[config.mk]
export PLATFORM = sky130hd
export DESIGN_NAME = dmem_access_unit
export DESIGN_NICKNAME = d
export VERILOG_FILES = /design/src/rtl/dmem_pkg.sv /design/src/rtl/lsu_load_align.sv /design/src/rtl/dmem_access_unit.sv
export SDC_FILE = /design/constraint.sdc
export NUM_CORES = 1
export LEC_CHECK = 0
export BUFFER_PORTS_ARGS = -buffer_cell sky130_fd_sc_hd__buf_2
export CAP_MARGIN = 40
export CORE_UTILIZATION = 56
export DETAILED_ROUTE_END_ITERATION = 10
export PLACE_DENSITY = 0.84
export SETUP_SLACK_MARGIN = 0.15
export SYNTH_ARGS = -nofsm -noshare
export SYNTH_HDL_FRONTEND = slang
export SYNTH_SLANG_ARGS = --single-unit
export TNS_END_PERCENT = 5
[constraint.sdc]
create_clock -name clk -period 5.4 [get_ports clk]
set_clock_uncertainty 0.05 [all_clocks]
set_input_delay 0.54 -clock clk [delete_from_list [all_inputs] [get_ports clk]]
set_output_delay 0.54 -clock clk [all_outputs]
set_load 0.005 [all_outputs]
[src/rtl/dmem_pkg.sv]
// Shared definitions for the MEM-stage data-memory access unit:
// load/store width codes, split-access state encoding and the byte-mask helper.
package dmem_pkg;

    localparam logic [2:0] F3_B  = 3'b000;
    localparam logic [2:0] F3_H  = 3'b001;
    localparam logic [2:0] F3_W  = 3'b010;
    localparam logic [2:0] F3_BU = 3'b100;
    localparam logic [2:0] F3_HU = 3'b101;

    typedef enum logic {
        S_IDLE,
        S_SPLIT2
    } state_t;

    // Unshifted byte-lane mask for an access width; unknown codes act as a word.
    function automatic logic [3:0] width_mask(input logic [2:0] funct3);
        case (funct3)
            F3_B, F3_BU: width_mask = 4'b0001;
            F3_H, F3_HU: width_mask = 4'b0011;
            F3_W:        width_mask = 4'b1111;
            default:     width_mask = 4'b1111;
        endcase
    endfunction

endpackage

[src/rtl/lsu_load_align.sv]
// Load formatter: shifts the (possibly two-word) merge word down by the byte
// offset and sign- or zero-extends the selected byte/halfword.
module lsu_load_align
    import dmem_pkg::*;
(
    input  logic [63:0] merge_word,
    input  logic [1:0]  off,
    input  logic [2:0]  funct3,
    output logic [31:0] result
);

    logic [31:0] word;

    assign word = 32'(merge_word >> {off, 3'b000});

    // Extend the low byte/halfword according to the width code.
    always_comb begin
        case (funct3)
            F3_B:    result = {{24{word[7]}}, word[7:0]};
            F3_H:    result = {{16{word[15]}}, word[15:0]};
            F3_BU:   result = {24'b0, word[7:0]};
            F3_HU:   result = {16'b0, word[15:0]};
            default: result = word;
        endcase
    end

endmodule

[src/rtl/dmem_access_unit.sv]
// MEM-stage data-memory port. Drives a synchronous-read BRAM, splits
// word-crossing accesses into two word accesses (one stall cycle) and
// returns formatted load data in the WB stage.
module dmem_access_unit
    import dmem_pkg::*;
#(
    parameter int ADDR_W   = 10,
    parameter bit SPLIT_EN = 1'b1
) (
    input  logic              clk,
    input  logic              nrst,
    input  logic              req_load,
    input  logic              req_store,
    input  logic [2:0]        req_funct3,
    input  logic [31:0]       req_addr,
    input  logic [31:0]       req_wdata,
    output logic              stall_out,
    output logic [31:0]       load_data,
    output logic              load_valid,
    output logic              misalign_err,
    output logic [ADDR_W-1:0] dm_addr,
    output logic [31:0]       dm_wdata,
    output logic [3:0]        dm_be,
    input  logic [31:0]       dm_rdata
);

    // Request decode
    logic [1:0]        req_off;
    logic [ADDR_W-1:0] req_word;
    logic [7:0]        req_m8;
    logic [63:0]       req_sd64;
    logic              req_active;
    logic              req_is_load;
    logic              req_cross;
    logic              unused_addr_bits;

    assign req_off          = req_addr[1:0];
    assign req_word         = req_addr[ADDR_W+1:2];
    assign req_m8           = {4'b0000, width_mask(req_funct3)} << req_off;
    assign req_sd64         = {32'b0, req_wdata} << {req_off, 3'b000};
    assign req_active       = req_load | req_store;
    assign req_is_load      = req_load & ~req_store;
    assign req_cross        = req_active & (|req_m8[7:4]);
    assign unused_addr_bits = ^req_addr[31:ADDR_W+2];

    // Split-access state and registered second-word copy
    state_t            state, next_state;
    logic [ADDR_W-1:0] split_word;
    logic [1:0]        split_off;
    logic [2:0]        split_f3;
    logic              split_load;
    logic              split_store;
    logic [3:0]        split_be;
    logic [31:0]       split_wdata;
    logic [31:0]       lo_reg;

    // WB-stage load tracking
    logic              wb_valid;
    logic              wb_split;
    logic [1:0]        wb_off;
    logic [2:0]        wb_f3;
    logic              issue_load;

    // Next-state and BRAM drive; reset forces the port quiet so a pending
    // second write is dropped in the same cycle.
    always_comb begin
        // NOTE: every output gets a default first so no path leaves it unassigned (no latches).
        next_state   = state;
        dm_addr      = req_word;
        dm_be        = 4'b0000;
        dm_wdata     = 32'b0;
        stall_out    = 1'b0;
        misalign_err = 1'b0;
        issue_load   = 1'b0;
        case (state)
            S_IDLE: begin
                if (req_active) begin
                    dm_wdata = req_sd64[31:0];
                    if (req_store) dm_be = req_m8[3:0];
                    if (req_cross && SPLIT_EN) begin
                        stall_out  = 1'b1;
                        next_state = S_SPLIT2;
                    end else begin
                        misalign_err = req_cross;
                        issue_load   = req_is_load;
                    end
                end
            end
            S_SPLIT2: begin
                dm_addr    = split_word;
                dm_be      = split_store ? split_be : 4'b0000;
                dm_wdata   = split_wdata;
                next_state = S_IDLE;
            end
            default: next_state = S_IDLE;
        endcase
        if (!nrst) begin
            next_state   = S_IDLE;
            dm_addr      = '0;
            dm_be        = 4'b0000;
            dm_wdata     = 32'b0;
            stall_out    = 1'b0;
            misalign_err = 1'b0;
            issue_load   = 1'b0;
        end
    end

    // State, split metadata, low-word capture and WB tracking registers.
    always_ff @(posedge clk) begin
        // NOTE: sequential state uses non-blocking assignments so all registers update together.
        if (!nrst) begin
            // NOTE: lo_reg and the split copy are plain flops, so they are reset along with the state.
            state       <= S_IDLE;
            split_word  <= '0;
            split_off   <= 2'b00;
            split_f3    <= 3'b000;
            split_load  <= 1'b0;
            split_store <= 1'b0;
            split_be    <= 4'b0000;
            split_wdata <= 32'b0;
            lo_reg      <= 32'b0;
            wb_valid    <= 1'b0;
            wb_split    <= 1'b0;
            wb_off      <= 2'b00;
            wb_f3       <= 3'b000;
        end else begin
            state <= next_state;
            if (state == S_IDLE && next_state == S_SPLIT2) begin
                split_word  <= req_word + ADDR_W'(1);
                split_off   <= req_off;
                split_f3    <= req_funct3;
                split_load  <= req_is_load;
                split_store <= req_store;
                split_be    <= req_m8[7:4];
                split_wdata <= req_sd64[63:32];
            end
            if (state == S_SPLIT2) lo_reg <= dm_rdata;
            wb_valid <= issue_load | (state == S_SPLIT2 && split_load);
            wb_split <= (state == S_SPLIT2);
            wb_off   <= (state == S_SPLIT2) ? split_off : req_off;
            wb_f3    <= (state == S_SPLIT2) ? split_f3 : req_funct3;
        end
    end

    logic [63:0] merge_word;
    logic [31:0] aligned;

    assign merge_word = wb_split ? {dm_rdata, lo_reg} : {32'b0, dm_rdata};

    lsu_load_align u_align (
        .merge_word (merge_word),
        .off        (wb_off),
        .funct3     (wb_f3),
        .result     (aligned)
    );

    assign load_valid = wb_valid & nrst;
    assign load_data  = load_valid ? aligned : 32'b0;

endmodule

==> Yosys cells after proc, flatten, opt, wreduce, memory -nomap -nowiden <==
Cells that the tools add are included.
{ "classes": {"n_bitwise": 7, "n_addsub": 1, "shift": 3, "mux": 26, "n_eq_ne": 6, "reduce_logical": 7} }
{ "ops": {"columns": ["cell", "count"], "rows": [
  ["one-hot mux 32 bit (4 select lines)", 1],
  ["2-to-1 mux 32 bit", 3],
  ["2-to-1 mux 64 bit", 1],
  ["one-hot mux 32 bit (2 select lines)", 1],
  ["left shift 32 x 5 -> 64 bit", 1],
  [">> shifter 64 x 5 -> 32 bit", 1],
  ["2-to-1 mux 10 bit", 2],
  ["2-to-1 mux 4 bit", 4],
  ["one-hot mux 4 bit (2 select lines)", 2],
  ["== test 3 bit, second input constant", 4],
  ["adder 10 x 1 -> 10 bit, second input constant", 1],
  ["2-to-1 mux 1 bit", 9],
  ["left shift 4 x 2 -> 8 bit", 1],
  ["== test 3 x 1 -> 1 bit, second input constant", 2],
  ["zero test 3 bit", 2],
  ["OR reduction 2 bit", 2],
  ["OR reduction 4 bit", 1],
  ["AND 1 bit", 3],
  ["2-to-1 mux 3 bit", 1],
  ["logical AND 1 bit", 2],
  ["2-to-1 mux 2 bit", 1],
  ["inverter 1 bit", 2],
  ["OR 1 bit", 2],
  ["one-hot mux 1 bit (2 select lines)", 1]
]} }
{ "totals": {"input_bits": 103, "regBits": 93} }

==> Longest topological paths before layout <==
{ "depth": {"depth_word": 11, "mapped_depth": 9, "ltp_nobuf": 6} }

==> Hierarchy <==
A second synthesis with hierarchy kept.
{ "unflattened": {"hier_cells": 694, "area_unflattened_um2": 6084.6} }
{ "by_module_without_submodules": {"columns": ["mod", "cells_per_inst", "n_inst", "area_each_um2"], "rows": [
  ["dmem_access_unit", 593, 1, 4964.8],
  ["lsu_load_align", 101, 1, 1119.8]
]} }

==> Worst setup path before layout <==
Ideal clock, no wire load.
{ "synth_path": {"kind": "input to output", "startpoint": "input nrst", "endpoint": "output load_data[20]", "stages": 6, "path_slack_ns": 3.025, "arrival_time_ns": 1.785, "path_buffers": 2, "required_time_ns": 4.810, "cell_sequence": "buf_4 nand2_1 or2_2 o311a_4 buf_4 nor2_1"} }
{ "synth_between": {"elab_chain_len": 2} }
{ "synth_rtl": {"columns": ["item", "line_no", "source"], "rows": [
  ["from (decl)", "dmem_access_unit.sv:11", "input logic nrst,"],
  ["AND 1 bit", "dmem_access_unit.sv:157", "assign load_valid = wb_valid & nrst;"],
  ["2-to-1 mux 32 bit", "dmem_access_unit.sv:158", "assign load_data = load_valid ? aligned : 32'b0;"],
  ["to (decl)", "dmem_access_unit.sv:18", "output logic [31:0] load_data,"]
]} }
No other way between the ends.

==> Worst setup path after layout <==
Same ends and word-level chain as after synthesis.

==> summary.txt <==
GRT
  • First-pass GRT wire length: 25,800 um
  • Total track usage: 28.9%
  • Vias in the first global route: roughly 5,500
  • Antenna violations before repair: 0
  • Remaining Overflow, GRT: 0
  • Maximum number of pins on one net before global-route repair: between 60 and 70

Yosys
  • Largest family of logic cells by synthesized area: multiplexers
  • Mapped cell area: roughly 0.0058 mm^2
  • XOR/XNOR Fraction of Synth Area: 1.20%
  • Syn Area/Cell: 8.29 um^2
  • Post-synthesis register bit count: 84
  • Simple-gate share of the synthesized area: 21.4%
  • Mux contribution to synthesized area: a little over a fifth
  • Mapped Cells: 702
  • Syn. warnings: 0
  • Post-Syn Nets: between 800 and 900
  • Synth cell types: 50
  • Adder-cell share of the synthesized area: 0.215%
  • Post-synthesis compound-gate area fraction: a little over a fifth
  • Sequential share of the synthesized area: 28.9%

Routing
  • Post-DRT Antenna Nets: 0
  • Drt pass-1 iters: 5
  • Total wire length: roughly 16,000 um
  • Initial drt markers: 350
  • Avg WL per Cell: 16.8 um
  • Via count: ~5,700
  • Via density: 6.02
  • DRC: 0

Layout
  • N_diodes: 0
  • Most frequent cells in the layout: buf_2, mux2i_1, dfxtp_1
  • Share of cells above drive strength 1: 28.8%
  • Non-filler cells, final: 953
  • Final #Nets: 919
  • Design Area, Final: 0.00675 mm^2
  • Flip-flop count of the largest register after layout: 32
  • Commonest non-fill, non-tap cell in the layout: buf_2
  • Filler cells: 814
  • Area growth syn-to-layout: 15.9%
  • Fin util: 68.1%

Critical path
  • WP data arrival: 3.24 ns
  • Largest stage delay on the critical path: 0.73 ns
  • Worst Path Buf+Inv: 2
  • Critical path, cell by cell: buf_2 > nand2_1 > or2_2 > o311a_4 > nor2_1 > buf_2
  • CP max FO: 64
  • Most used cell, CP: buf_2
  • Top delay family on crit path: simple AND/OR/NAND/NOR gates
  • Slowest stage cell on the critical path: nand2_1
  • Crit start category: primary input
  • Worst EP required: between 4 and 5 ns
  • CP endpoint kind: output port
  • WS Path Type: in -> out

Outcome
  • Status: completed

Floorplanning
  • Chip Height: 104 um
  • Die footprint: 0.0108 mm^2
  • Die X-Extent: 104 um
  • IO Pins: 184
  • Rows: 36
  • Core ar.: between 0.009 and 0.01 mm^2
  • Initial Util: approximately 60%

Clock tree
  • Setup bufs post-CTS: 0
  • # resized after CTS: 0
  • CTS Hold Bufs: 0
  • # H-tree levels: 3
  • Clk_lat worst skew: roughly 0.37 ns
  • Clk root buf: clkbuf_8
  • Clk buf depth: 2
  • Clock sinks: 84
  • Reg clk slew, reported paths: 0.09 ns
  • TritonCTS clock tree: done
  • CTS Buf Count: 9

Placement
  • RD Place Congestion: 0.896
  • DP Wirelength: 10,700 um
  • Cell count after placement: 937
  • Cell area after placement: between 0.006 and 0.007 mm^2
  • Port buffer count: roughly 160

Worst hold path
  • Worst hold path class: in -> reg

Pwr
  • Leakage: 2.85 nW
  • Net Sw Frac: 31.0%
  • Power per cell area: 223 mW/mm^2
  • Int Pwr: 1.04 mW
  • Worst VDD drop: 0.130 mV
  • Seq pwr share: 44.8%
  • Clock network fraction of total power: 30.9%
  • Net Sw Power: 0.466 mW
  • Gate power share: 24.3%

STA
  • Setup TNS: 0 ns
  • Period utilisation layout: just over 70%
  • Final Hold Fails: 0
  • Fmax: ~0.26 GHz
  • Final setup viols: 0
  • Slew HR: 38.7%
  • Fin. max-slew vios: 0
  • RSZ-0062 raised after global routing: no
  • Measured slew at the worst slew-check pin: 0.920 ns
  • Min Tclk post-route: approximately 3.8 ns

Run
  • Max_cap viols: 0
stage by stage:
step	worst slack, ns	hold slack [ns]	power, mW
2_1_floorplan	3.02	0.372	0.934
3_3_place_gp	1.69	0.381	1.03
3_5_place_dp	1.59	0.393	1.05
4_1_cts	1.61	0.372	1.51
5_1_grt	1.37	0.385	1.58
6_report	1.57	0.381	1.50
final cells by class:
type	instances	area, um^2	share of cell area (%)
clock buffer	10	138	2.04
inverter	7	26.3	0.389
clock inverter	6	63.8	0.945
multi-input combinational	544	3800	56.3
timing repair buffer	169	871	12.9
sequential	84	1680	24.9
tap	133	166	2.47
metal layers:
layer | vias to the layer above | routed length, um | track usage (%)
met2 | 312 | 7590 | 47.3
met5 | - | 0 | 0
met4 | 0 | 256 | 13.1
met1 | 2667 | 6760 | 36.8
li1 | 2731 | - | -
met3 | 30 | 1380 | 5.39
cells in the mapped netlist, drive strengths merged:
| cell type | n | share of area, % |
|---|---|---|
| nor3b | 9 | 1.2 |
| a21boi | 25 | 3.2 |
| a32oi | 3 | 0.45 |
| or2 | 4 | 0.43 |
| o211ai | 1 | 0.21 |
| nand3 | 25 | 2.2 |
| and2 | 4 | 0.43 |
| nand2 | 64 | 4.1 |
| a22oi | 10 | 1.5 |
| or3 | 1 | 0.11 |
| a21oi | 26 | 2.2 |
| mux2i | 83 | 14 |
| o21ai | 28 | 2.4 |
| buf | 35 | 3.3 |
| a22o | 9 | 1.4 |
| xnor2 | 1 | 0.15 |
| mux2 | 23 | 4.4 |
| nand2b | 1 | 0.11 |
| o211a | 8 | 1.4 |
| xor2 | 7 | 1.1 |
| nand4 | 3 | 0.32 |
| conb | 1 | 0.064 |
| o311ai | 2 | 0.30 |
| ha | 1 | 0.21 |
| a21o | 1 | 0.13 |
| clkinv | 1 | 0.064 |
| o221a | 7 | 1.4 |
| a221oi | 7 | 1.1 |
| a221o | 1 | 0.17 |
| nor2b | 69 | 7.4 |
| nor2 | 71 | 4.7 |
| and4 | 1 | 0.15 |
| clkbuf | 32 | 2.1 |
| inv | 6 | 0.39 |
| and3 | 2 | 0.21 |
| dfxtp | 84 | 29 |
| mux4 | 7 | 2.7 |
| a31o | 1 | 0.15 |
| a211oi | 37 | 4.8 |
| o311a | 1 | 0.37 |
power by group through the flow:
| stage | Combinational [mW] | Clock [mW] | Sequential [mW] |
|---|---|---|---|
| 2_1_floorplan | 0.256 | 0 | 0.678 |
| 3_3_place_gp | 0.348 | 0 | 0.684 |
| 3_5_place_dp | 0.359 | 0 | 0.687 |
| 4_1_cts | 0.361 | 0.473 | 0.672 |
| 5_1_grt | 0.399 | 0.499 | 0.677 |
| 6_report | 0.366 | 0.465 | 0.673 |
tightest hold or removal path: cells and delay by family:
kind | cells | cell delay (ns)
buf+inv | 1 | 0.10
compound gates | 1 | 0.07
simple gates | 1 | 0.04
worst paths after layout:
check,startpoint,to,slack (ns),cells after the start
worst min register to register,split_wdata[16],split_wdata[16],0.40,2
worst max-delay path,nrst,load_data[20],1.57,6
worst max register to register,state,split_wdata[14],3.10,6
worst min-delay path,req_funct3[2],split_f3[2],0.38,3
kinds of logic (layout without fill, tap and decap cells):
family,after synthesis,in the layout
mux,113,113
compound gates,167,167
xor+xnor,8,8
flops,84,84
buf+inv,74,192
fa+ha+maj,1,1
simple gates,254,254
other cells,1,1
Note: power is estimated with default switching activity, not from simulation.
